[config.mk]
export PLATFORM = sky130hd
export DESIGN_NAME = fcmp_unit
export DESIGN_NICKNAME = d
export VERILOG_FILES = /design/src/rtl/fcmp_unit.sv
export SDC_FILE = /design/constraint.sdc
export NUM_CORES = 1
export LEC_CHECK = 0
export CORE_MARGIN = 2
export CORE_UTILIZATION = 30
export CTS_CLUSTER_DIAMETER = 100
export DETAILED_ROUTE_END_ITERATION = 10
export GPL_TIMING_DRIVEN = 0
export PLACE_DENSITY = 0.76
export SLEW_MARGIN = 25
export SYNTH_ARGS = -nofsm -noshare
export SYNTH_HDL_FRONTEND = slang
export SYNTH_SLANG_ARGS = --single-unit
[constraint.sdc]
create_clock -name clk -period 5.35 [get_ports clk]
set_input_delay 0.8025 -clock clk [delete_from_list [all_inputs] [get_ports clk]]
set_output_delay 0.8025 -clock clk [all_outputs]
set_load 0.05 [all_outputs]
[src/rtl/fcmp_unit.sv]
// Two-stage pipelined single-precision compare (FEQ/FLT/FLE/FGT) with flush-to-zero
// operand semantics, valid/ready handshake on both sides and a passthrough tag.
module fcmp_unit #(
  parameter int TAG_W = 5
) (
  input  logic             clk,
  input  logic             rstn,
  input  logic             in_valid,
  output logic             in_ready,
  input  logic [1:0]       in_op,
  input  logic [31:0]      in_srca,
  input  logic [31:0]      in_srcb,
  input  logic [TAG_W-1:0] in_tag,
  output logic             out_valid,
  input  logic             out_ready,
  output logic [31:0]      out_result,
  output logic [TAG_W-1:0] out_tag
);

  localparam logic [1:0] OP_FEQ = 2'b00;
  localparam logic [1:0] OP_FLT = 2'b01;
  localparam logic [1:0] OP_FLE = 2'b10;
  localparam logic [1:0] OP_FGT = 2'b11;

  // a < b from the reduced operand flags; zeros ignore sign, Inf/NaN are plain magnitudes.
  function automatic logic flt_flags(input logic za, input logic zb,
                                     input logic sa, input logic sb,
                                     input logic mag_lt, input logic mag_gt);
    logic r;
    if (za && zb) begin
      r = 1'b0;
    end else if (za) begin
      r = ~sb;
    end else if (zb) begin
      r = sa;
    end else if (sa != sb) begin
      r = sa;
    end else if (!sa) begin
      r = mag_lt;
    end else begin
      r = mag_gt;
    end
    return r;
  endfunction

  logic             adv1_s;
  logic             adv2_s;
  logic             za_s;
  logic             zb_s;
  logic             mag_lt_s;
  logic             mag_gt_s;
  logic             bit_eq_s;
  logic             feq_s;
  logic             flt_ab_s;
  logic             flt_ba_s;
  logic             cmp_s;

  logic             s1_valid_r;
  logic [1:0]       s1_op_r;
  logic [TAG_W-1:0] s1_tag_r;
  logic             s1_za_r;
  logic             s1_zb_r;
  logic             s1_sa_r;
  logic             s1_sb_r;
  logic             s1_mag_lt_r;
  logic             s1_mag_gt_r;
  logic             s1_bit_eq_r;
  logic             s2_valid_r;
  logic [31:0]      s2_result_r;
  logic [TAG_W-1:0] s2_tag_r;

  assign adv2_s     = ~s2_valid_r | out_ready;
  assign adv1_s     = ~s1_valid_r | adv2_s;
  assign in_ready   = adv1_s;
  assign out_valid  = s2_valid_r;
  assign out_result = s2_result_r;
  assign out_tag    = s2_tag_r;

  assign za_s     = (in_srca[30:23] == 8'd0);
  assign zb_s     = (in_srcb[30:23] == 8'd0);
  assign mag_lt_s = (in_srca[30:0] < in_srcb[30:0]);
  assign mag_gt_s = (in_srca[30:0] > in_srcb[30:0]);
  assign bit_eq_s = (in_srca == in_srcb);

  // Stage-2 combine of the registered stage-1 flags into the compare bit.
  always_comb begin
    feq_s    = (s1_za_r & s1_zb_r) | (s1_bit_eq_r & ~s1_za_r & ~s1_zb_r);
    flt_ab_s = flt_flags(s1_za_r, s1_zb_r, s1_sa_r, s1_sb_r, s1_mag_lt_r, s1_mag_gt_r);
    flt_ba_s = flt_flags(s1_zb_r, s1_za_r, s1_sb_r, s1_sa_r, s1_mag_gt_r, s1_mag_lt_r);
    cmp_s    = 1'b0;
    case (s1_op_r)
      OP_FEQ:  cmp_s = feq_s;
      OP_FLT:  cmp_s = flt_ab_s;
      OP_FLE:  cmp_s = flt_ab_s | feq_s;
      OP_FGT:  cmp_s = flt_ba_s;
      default: cmp_s = 1'b0;
    endcase
  end

  // Stage 1: capture the op, tag and the reduced operand flags on accept.
  always_ff @(posedge clk) begin
    if (!rstn) begin
      s1_valid_r  <= 1'b0;
      s1_op_r     <= 2'b00;
      s1_tag_r    <= '0;
      s1_za_r     <= 1'b0;
      s1_zb_r     <= 1'b0;
      s1_sa_r     <= 1'b0;
      s1_sb_r     <= 1'b0;
      s1_mag_lt_r <= 1'b0;
      s1_mag_gt_r <= 1'b0;
      s1_bit_eq_r <= 1'b0;
    end else if (adv1_s) begin
      s1_valid_r <= in_valid;
      if (in_valid) begin
        s1_op_r     <= in_op;
        s1_tag_r    <= in_tag;
        s1_za_r     <= za_s;
        s1_zb_r     <= zb_s;
        s1_sa_r     <= in_srca[31];
        s1_sb_r     <= in_srcb[31];
        s1_mag_lt_r <= mag_lt_s;
        s1_mag_gt_r <= mag_gt_s;
        s1_bit_eq_r <= bit_eq_s;
      end
    end
  end

  // Stage 2: registered result and tag; held stable while downstream stalls.
  always_ff @(posedge clk) begin
    if (!rstn) begin
      s2_valid_r  <= 1'b0;
      s2_result_r <= 32'd0;
      s2_tag_r    <= '0;
    end else if (adv2_s) begin
      s2_valid_r <= s1_valid_r;
      if (s1_valid_r) begin
        s2_result_r <= {31'd0, cmp_s};
        s2_tag_r    <= s1_tag_r;
      end
    end
  end

endmodule

==> results by group, run 1 <==
Clock tree
  – Clock transition at the registers of the reported paths: around 70 ps
  – Clock insertion delay at the later pin of the skew report: 260 ps
  – Root buf cell: sky130_fd_sc_hd__clkbuf_8
  – CTS tree: yes
  – Maximum buffer depth of the clock tree: 2
  – Number of buffers added by the clock tree synthesis step: 3
  – Post-CTS resize count: 0
  – Clock sink count: 22
  – H-tree depth reported by CTS: 1
  – Hold-fix buffer count after cts: 0
  – Post-CTS setup buffer count: 0

GRT
  – Congestion Overflow GR: 0
  – Largest net degree at the start of global routing: 13
  – Overall Global Routing Usage: approximately 13%
  – Vias in the first global route: roughly 1900
  – Initial antenna violation count: 0
  – Global-route wire length before repair: about 7600 µm

Drt
  – Vias: 1966
  – Residual antenna-violating net count after detailed routing: 0
  – Routed len/inst: 10.62 µm
  – Number of search-and-repair iterations in the first detailed-routing pass: 4
  – DRC Markers: 0
  – Detailed router's first-iteration violation count: 71
  – Final wirelength: between 4000 and 5000 µm
  – Vias per inst: about 4.4

Layout
  – Share of final-layout standard cells stronger than drive strength 1: about a tenth
  – Number of fill cells: around 620
  – Antenna diodes: 0
  – Combined area of the multi-input logic cells: between 1000 and 1500 µm²
  – Area growth from synthesis to layout: 55.72%
  – Non-Filler Cell Area, Final: slightly above 3000 µm²
  – # nets final: 477
  – Final Instance Count excl. Fillers: between 400 and 500
  – Most used cells in the layout excluding fill and tap cells: sky130_fd_sc_hd__clkdlybuf4s50_1 (82), sky130_fd_sc_hd__nand2_1 (38), sky130_fd_sc_hd__inv_1 (35)
  – Most common cell after layout, fill and taps aside: sky130_fd_sc_hd__clkdlybuf4s50_1
  – Sequential cell area: 440.4 µm²
  – Final core occ: 48.02%

Critical path
  – Arrival time reported for the critical path endpoint: between 2000 and 2500 ps
  – Critical path fanouts, max: 3
  – Category of the worst setup path capture point: primary output
  – Launching element type of the critical path: primary input
  – Delay contributed by the slowest stage of the critical path: between 800 and 900 ps
  – Most used cell, CP: sky130_fd_sc_hd__clkdlybuf4s50_1
  – Cells along the critical path: clkdlybuf4s50_1 > nand3b_1 > clkdlybuf4s50_1
  – Class of the most critical setup path: primary input to primary output
  – Slowest CP cell: sky130_fd_sc_hd__clkdlybuf4s50_1
  – Worst endpoint required time: roughly 4600 ps

Synth
  – Netlist area before placement: 1947 µm²
  – Number of warnings issued by yosys: 0
  – Library cells used by synthesis: 38
  – Share of flip-flops with an asynchronous set or reset after synthesis: 0%
  – Post-synth EDFFs: 0
  – Post-synthesis cell count: between 200 and 300
  – Primary FF master, synth: sky130_fd_sc_hd__dfxtp_1
  – Flip-flop and latch count after synthesis: 22
  – Average instance area after synthesis: around 7.7 µm²
  – Sequential-to-total area share from yosys stat: between 20% and 30%

Pwr
  – Power Dens Cells: ~170 nW/µm²
  – Switching share of power: 33.04%
  – Cell internal power dissipation: about 0.00034 W
  – Switching power summed over all nets: around 0.00017 W
  – Total power: around 0.0005 W
  – Clk network pwr share: 23.4%
  – Combinational cell fraction of total power: between 40% and 50%
  – Relative contribution of sequential cells to total power: between 30% and 40%
  – P_leak: 1.454 nW
  – Peak supply drop: around 100 µV

Floorplanning
  – FP Rows: 29
  – Boundary Pins: 114
  – Total die area: 7150 µm²
  – Chip height: approximately 85 µm
  – Initial standard-cell utilization of the core: between 30% and 40%
  – Area of the core region: roughly 6300 µm²
  – Horiz. Die Dim: 84.56 µm

Timing
  – Total setup violations reported at the end of the flow: 0
  – Setup TNS: 0 ps
  – Fin crit period: ~3000 ps
  – Max Clock Skew: approximately 1.2 ps
  – RSZ-0062 raised after global routing: false
  – Slew Limit Fails: 0
  – Final number of hold-violating endpoints: 0
  – Max frequency: around 0.33 GHz
  – Final period utilization: a little under three fifths

Place
  – Placed cell count: around 440
  – Placed inst area: about 3000 µm²
  – Buffers added on ports: just over 80
  – Global placement routability congestion: just over 0.8
  – Total half-perimeter wirelength after legalization and detailed placement: roughly 4200 µm

Status
  – Status: completed

Run
  – Number of max-cap violations: 0

Hold path
  – Classification of the worst-slack hold path: flip-flop to flip-flop
[cells in the mapped netlist (4+ instances only)]
master                     instances  area share (%)
sky130_fd_sc_hd__nor4_1            5             1.6
sky130_fd_sc_hd__clkbuf_1          4            0.77
sky130_fd_sc_hd__nand4_1           4             1.3
sky130_fd_sc_hd__ha_1             31              20
sky130_fd_sc_hd__buf_4            31              12
sky130_fd_sc_hd__a21oi_1          15             3.9
sky130_fd_sc_hd__dfxtp_1          22              23
sky130_fd_sc_hd__a21boi_1         18             6.9
sky130_fd_sc_hd__inv_1            35             6.7
sky130_fd_sc_hd__nand2_1          38             7.3
sky130_fd_sc_hd__nand3_1           9             2.3
sky130_fd_sc_hd__o21ai_0           5             1.3
[critical path, delay by kind of cell]
| kind | cells | cell delay [ps] |
|---|---|---|
| buffers and inverters | 2 | 1310 |
| AND/OR/NAND/NOR | 1 | 160 |
[cells by family (layout without fill, tap and decap cells)]
logic type	count (synthesis)	in the layout	share of synthesized area (%)
xor+xnor	1	1	0.4500
flops	22	22	22.62
fa+ha+maj	31	31	19.92
other cells	1	31	0.1926
compound gates	57	57	19.99
buf+inv	72	158	19.86
simple gates	70	70	16.97
[worst paths after layout]
check              startpoint           to  slack (ps)  depth (start not counted)
setup / recovery    out_ready     in_ready        2280                          3
hold / removal    s1_tag_r[1]   out_tag[1]         450                          2
setup reg to reg   s1_valid_r  s1_bit_eq_r        3540                          5
hold reg to reg   s1_tag_r[1]   out_tag[1]         450                          2
[per-layer routing]
layer  global-route usage (%)  share of wire [%]
met1                    13.61                 41
met2                    24.62                 51
met3                    2.557                6.6
met4                    2.742                1.5
met5                        0                  0
[metrics by stage]
step / hold WS (ps) / setup slack (ps)
CTS: 454.3 / 2279
global placement: 439.9 / 2301
floorplan: 430.9 / 2819
finish: 453.5 / 2281
global route: 477.0 / 2243
detailed placement: 443.9 / 2272
[power groups by stage]
stage	clock network, W	registers [W]	logic (W)
finish	0.000117	0.000176	0.000208
global route	0.000126	0.000177	0.000227
CTS	0.000118	0.000176	0.000209
detailed placement	0	0.000180	0.000208
global placement	0	0.000180	0.000204
floorplan	0	0.000185	0.000125
[final cells by class]
type / count / share of cell area, %
multi-input cells: 190 / 40.65
repair buffers: 82 / 27.07
flip-flops and latches: 22 / 14.53
plain buffers: 35 / 8.172
inverters: 37 / 4.581
well taps: 77 / 3.178
clock buffers: 4 / 1.816
(Power assumes the default switching activity.)
==> run 2, diff against run 1 <==
- PLACE_DENSITY: 0.76 -> 0.79
- clock period: 5.35 -> 2.6 ns (I/O delays scaled with it)
==> results by group, run 2 (same netlist as run 1, synthesis figures left out) <==
Layout
  – Share of final-layout standard cells stronger than drive strength 1: 10.27% (unchanged)
  – Sequential cell area: 440.4 µm² (unchanged)
  – Number of fill cells: 607 (-1.8%)
  – Combined area of the multi-input logic cells: 1232 µm² (unchanged)
  – Most common cell after layout, fill and taps aside: sky130_fd_sc_hd__clkdlybuf4s50_1
  – Area growth from synthesis to layout: 56.56%
  – # nets final: 477 (unchanged)
  – Antenna diodes: 0 (unchanged)
  – Most used cells in the layout excluding fill and tap cells: sky130_fd_sc_hd__clkdlybuf4s50_1 (82), sky130_fd_sc_hd__nand2_1 (38), sky130_fd_sc_hd__inv_1 (35)

Floorplanning
  – Total die area: 7150 µm² (unchanged)
  – FP Rows: 29 (unchanged)
  – Boundary Pins: 114 (unchanged)
  – Area of the core region: 6314 µm² (unchanged)
  – Chip height: 84.56 µm (unchanged)
  – Initial standard-cell utilization of the core: 30.84% (unchanged)
  – Horiz. Die Dim: 84.56 µm (unchanged)

GRT
  – Initial antenna violation count: 0 (unchanged)
  – Largest net degree at the start of global routing: 14 (+1)
  – Congestion Overflow GR: 0 (unchanged)
  – Vias in the first global route: 1958 (+3.1%)
  – Overall Global Routing Usage: 13.46% (+0.93 points)
  – Global-route wire length before repair: 8052 µm (+6.1%)

Critical path
  – Worst endpoint required time: 2800 ps (-1750 ps)
  – Arrival time reported for the critical path endpoint: 2550 ps (+280 ps)
  – Class of the most critical setup path: primary input to flip-flop
  – Launching element type of the critical path: primary input
  – Category of the worst setup path capture point: flip-flop
  – Critical path fanouts, max: 3 (unchanged)

Clock tree
  – Root buf cell: sky130_fd_sc_hd__clkbuf_8
  – Number of buffers added by the clock tree synthesis step: 3 (unchanged)
  – Maximum buffer depth of the clock tree: 2 (unchanged)
  – Post-CTS setup buffer count: 0 (unchanged)
  – Hold-fix buffer count after cts: 0 (unchanged)
  – Clock transition at the registers of the reported paths: 80 ps (about the same)
  – CTS tree: yes
  – Post-CTS resize count: 0 (unchanged)
  – H-tree depth reported by CTS: 1 (unchanged)
  – Clock insertion delay at the later pin of the skew report: 270 ps (about the same)
  – Clock sink count: 22 (unchanged)

Pwr
  – Combinational cell fraction of total power: 38.4% (-3.1 points)
  – Relative contribution of sequential cells to total power: 32.6% (-2.5 points)
  – P_leak: 1.461 nW (+0.48%)
  – Clk network pwr share: 28.9% (+5.5 points)
  – Switching share of power: 31.44% (-1.6 points)
  – Peak supply drop: 279.4 µV (+170%)
  – Cell internal power dissipation: 0.0007619 W (+130%)
  – Switching power summed over all nets: 0.0003494 W (+110%)
  – Power Dens Cells: 364.6 nW/µm² (+120%)

Place
  – Global placement routability congestion: 0.7556 (-8.4%)
  – Total half-perimeter wirelength after legalization and detailed placement: 4201 µm (-0.85%)
  – Buffers added on ports: 82 (unchanged)

Drt
  – Detailed router's first-iteration violation count: 77 (+8.5%)
  – Vias per inst: 4.405 (+0.15%)
  – Vias: 1969 (+0.15%)
  – Routed len/inst: 10.80 µm (+1.7%)
  – Residual antenna-violating net count after detailed routing: 0 (unchanged)
  – Final wirelength: 4826 µm (+1.7%)
  – Number of search-and-repair iterations in the first detailed-routing pass: 4 (unchanged)
  – DRC Markers: 0 (unchanged)

Timing
  – Max-slew headroom: about 66%
  – Total setup violations reported at the end of the flow: 0 (unchanged)
  – Slew Limit Fails: 0 (unchanged)
  – Final period utilization: 90.26%
  – Setup TNS: 0 ps (unchanged)
  – Max frequency: approximately 0.43 GHz
  – Fin crit period: about 2300 ps
  – Transition time at the pin with the least slew margin: slightly above 500 ps
  – RSZ-0062 raised after global routing: false
  – Final number of hold-violating endpoints: 0 (unchanged)
  – Final worst hold slack: 451.6 ps (-1.813 ps)
  – Max Clock Skew: 3.180 ps (+1.954 ps)

Run
  – Number of max-cap violations: 0 (unchanged)

Hold path
  – Classification of the worst-slack hold path: flip-flop to flip-flop

Status
  – Status: completed
[run 2: cell types whose count changed in the layout (fill, tap and decap cells not counted)]
cell	delta
sky130_fd_sc_hd__bufinv_16	+1
sky130_fd_sc_hd__clkbuf_8	-1
[run 2: cell type report]
| class | count | share of cell area (%) |
|---|---|---|
| Timing Repair Buffer | 82 | 26.93 |
| Tap cell | 77 | 3.161 |
| Clock inverter | 1 | 0.9852 |
| Buffer | 35 | 8.128 |
| Inverter | 37 | 4.557 |
| Clock buffer | 3 | 1.355 |
| Sequential cell | 22 | 14.45 |
| Multi-Input combinational cell | 190 | 40.44 |
[run 2: metal layers]
layer	track usage (%)	vias up	share of wire [%]
li1	-	1041	-
met1	13.96	857	38
met2	27.63	62	55
met3	1.475	9	5.4
met4	4.040	0	1.7
met5	0	-	0
[run 2: worst max-delay path, stage by stage]
cell and delay, ps:
sky130_fd_sc_hd__clkdlybuf4s50_1 450, sky130_fd_sc_hd__inv_1 40, sky130_fd_sc_hd__ha_1 290, sky130_fd_sc_hd__and4_1 210, sky130_fd_sc_hd__nand4_1 130, sky130_fd_sc_hd__or4_1 540, sky130_fd_sc_hd__or3_1 360, sky130_fd_sc_hd__a21boi_1 130
[run 2: stage by stage]
step           total power [W]  cell area, µm²  util (%)  cells  setup slack (ps)
2_1_floorplan        0.0006372            2059         -    284             309.2
3_3_place_gp         0.0007876            2977     47.15    443            -37.64
3_5_place_dp         0.0007975            2977     47.15    443            -25.45
4_1_cts               0.001111            3048     48.28    447             237.0
5_1_grt               0.001169            3048     48.28    447             85.12
6_report              0.001111            3048     48.28    447             253.3
[run 2: path summary, 6_finish.rpt]
path | cells after the start | slack, ps | to | startpoint
setup reg to reg | 5 | 770 | s1_bit_eq_r | s1_valid_r
hold / removal | 2 | 450 | out_tag[2] | s1_tag_r[2]
setup / recovery | 8 | 250 | s1_bit_eq_r | in_srcb[13]
hold reg to reg | 2 | 450 | out_tag[2] | s1_tag_r[2]
[run 2: power by group through the flow]
| stage | clock (W) | sequential [W] | combinational (W) |
|---|---|---|---|
| floorplan | 0 | 0.000381 | 0.000256 |
| global placement | 0 | 0.000369 | 0.000418 |
| detailed placement | 0 | 0.000370 | 0.000427 |
| CTS | 0.000320 | 0.000362 | 0.000429 |
| global route | 0.000335 | 0.000365 | 0.000469 |
| finish | 0.000322 | 0.000363 | 0.000427 |
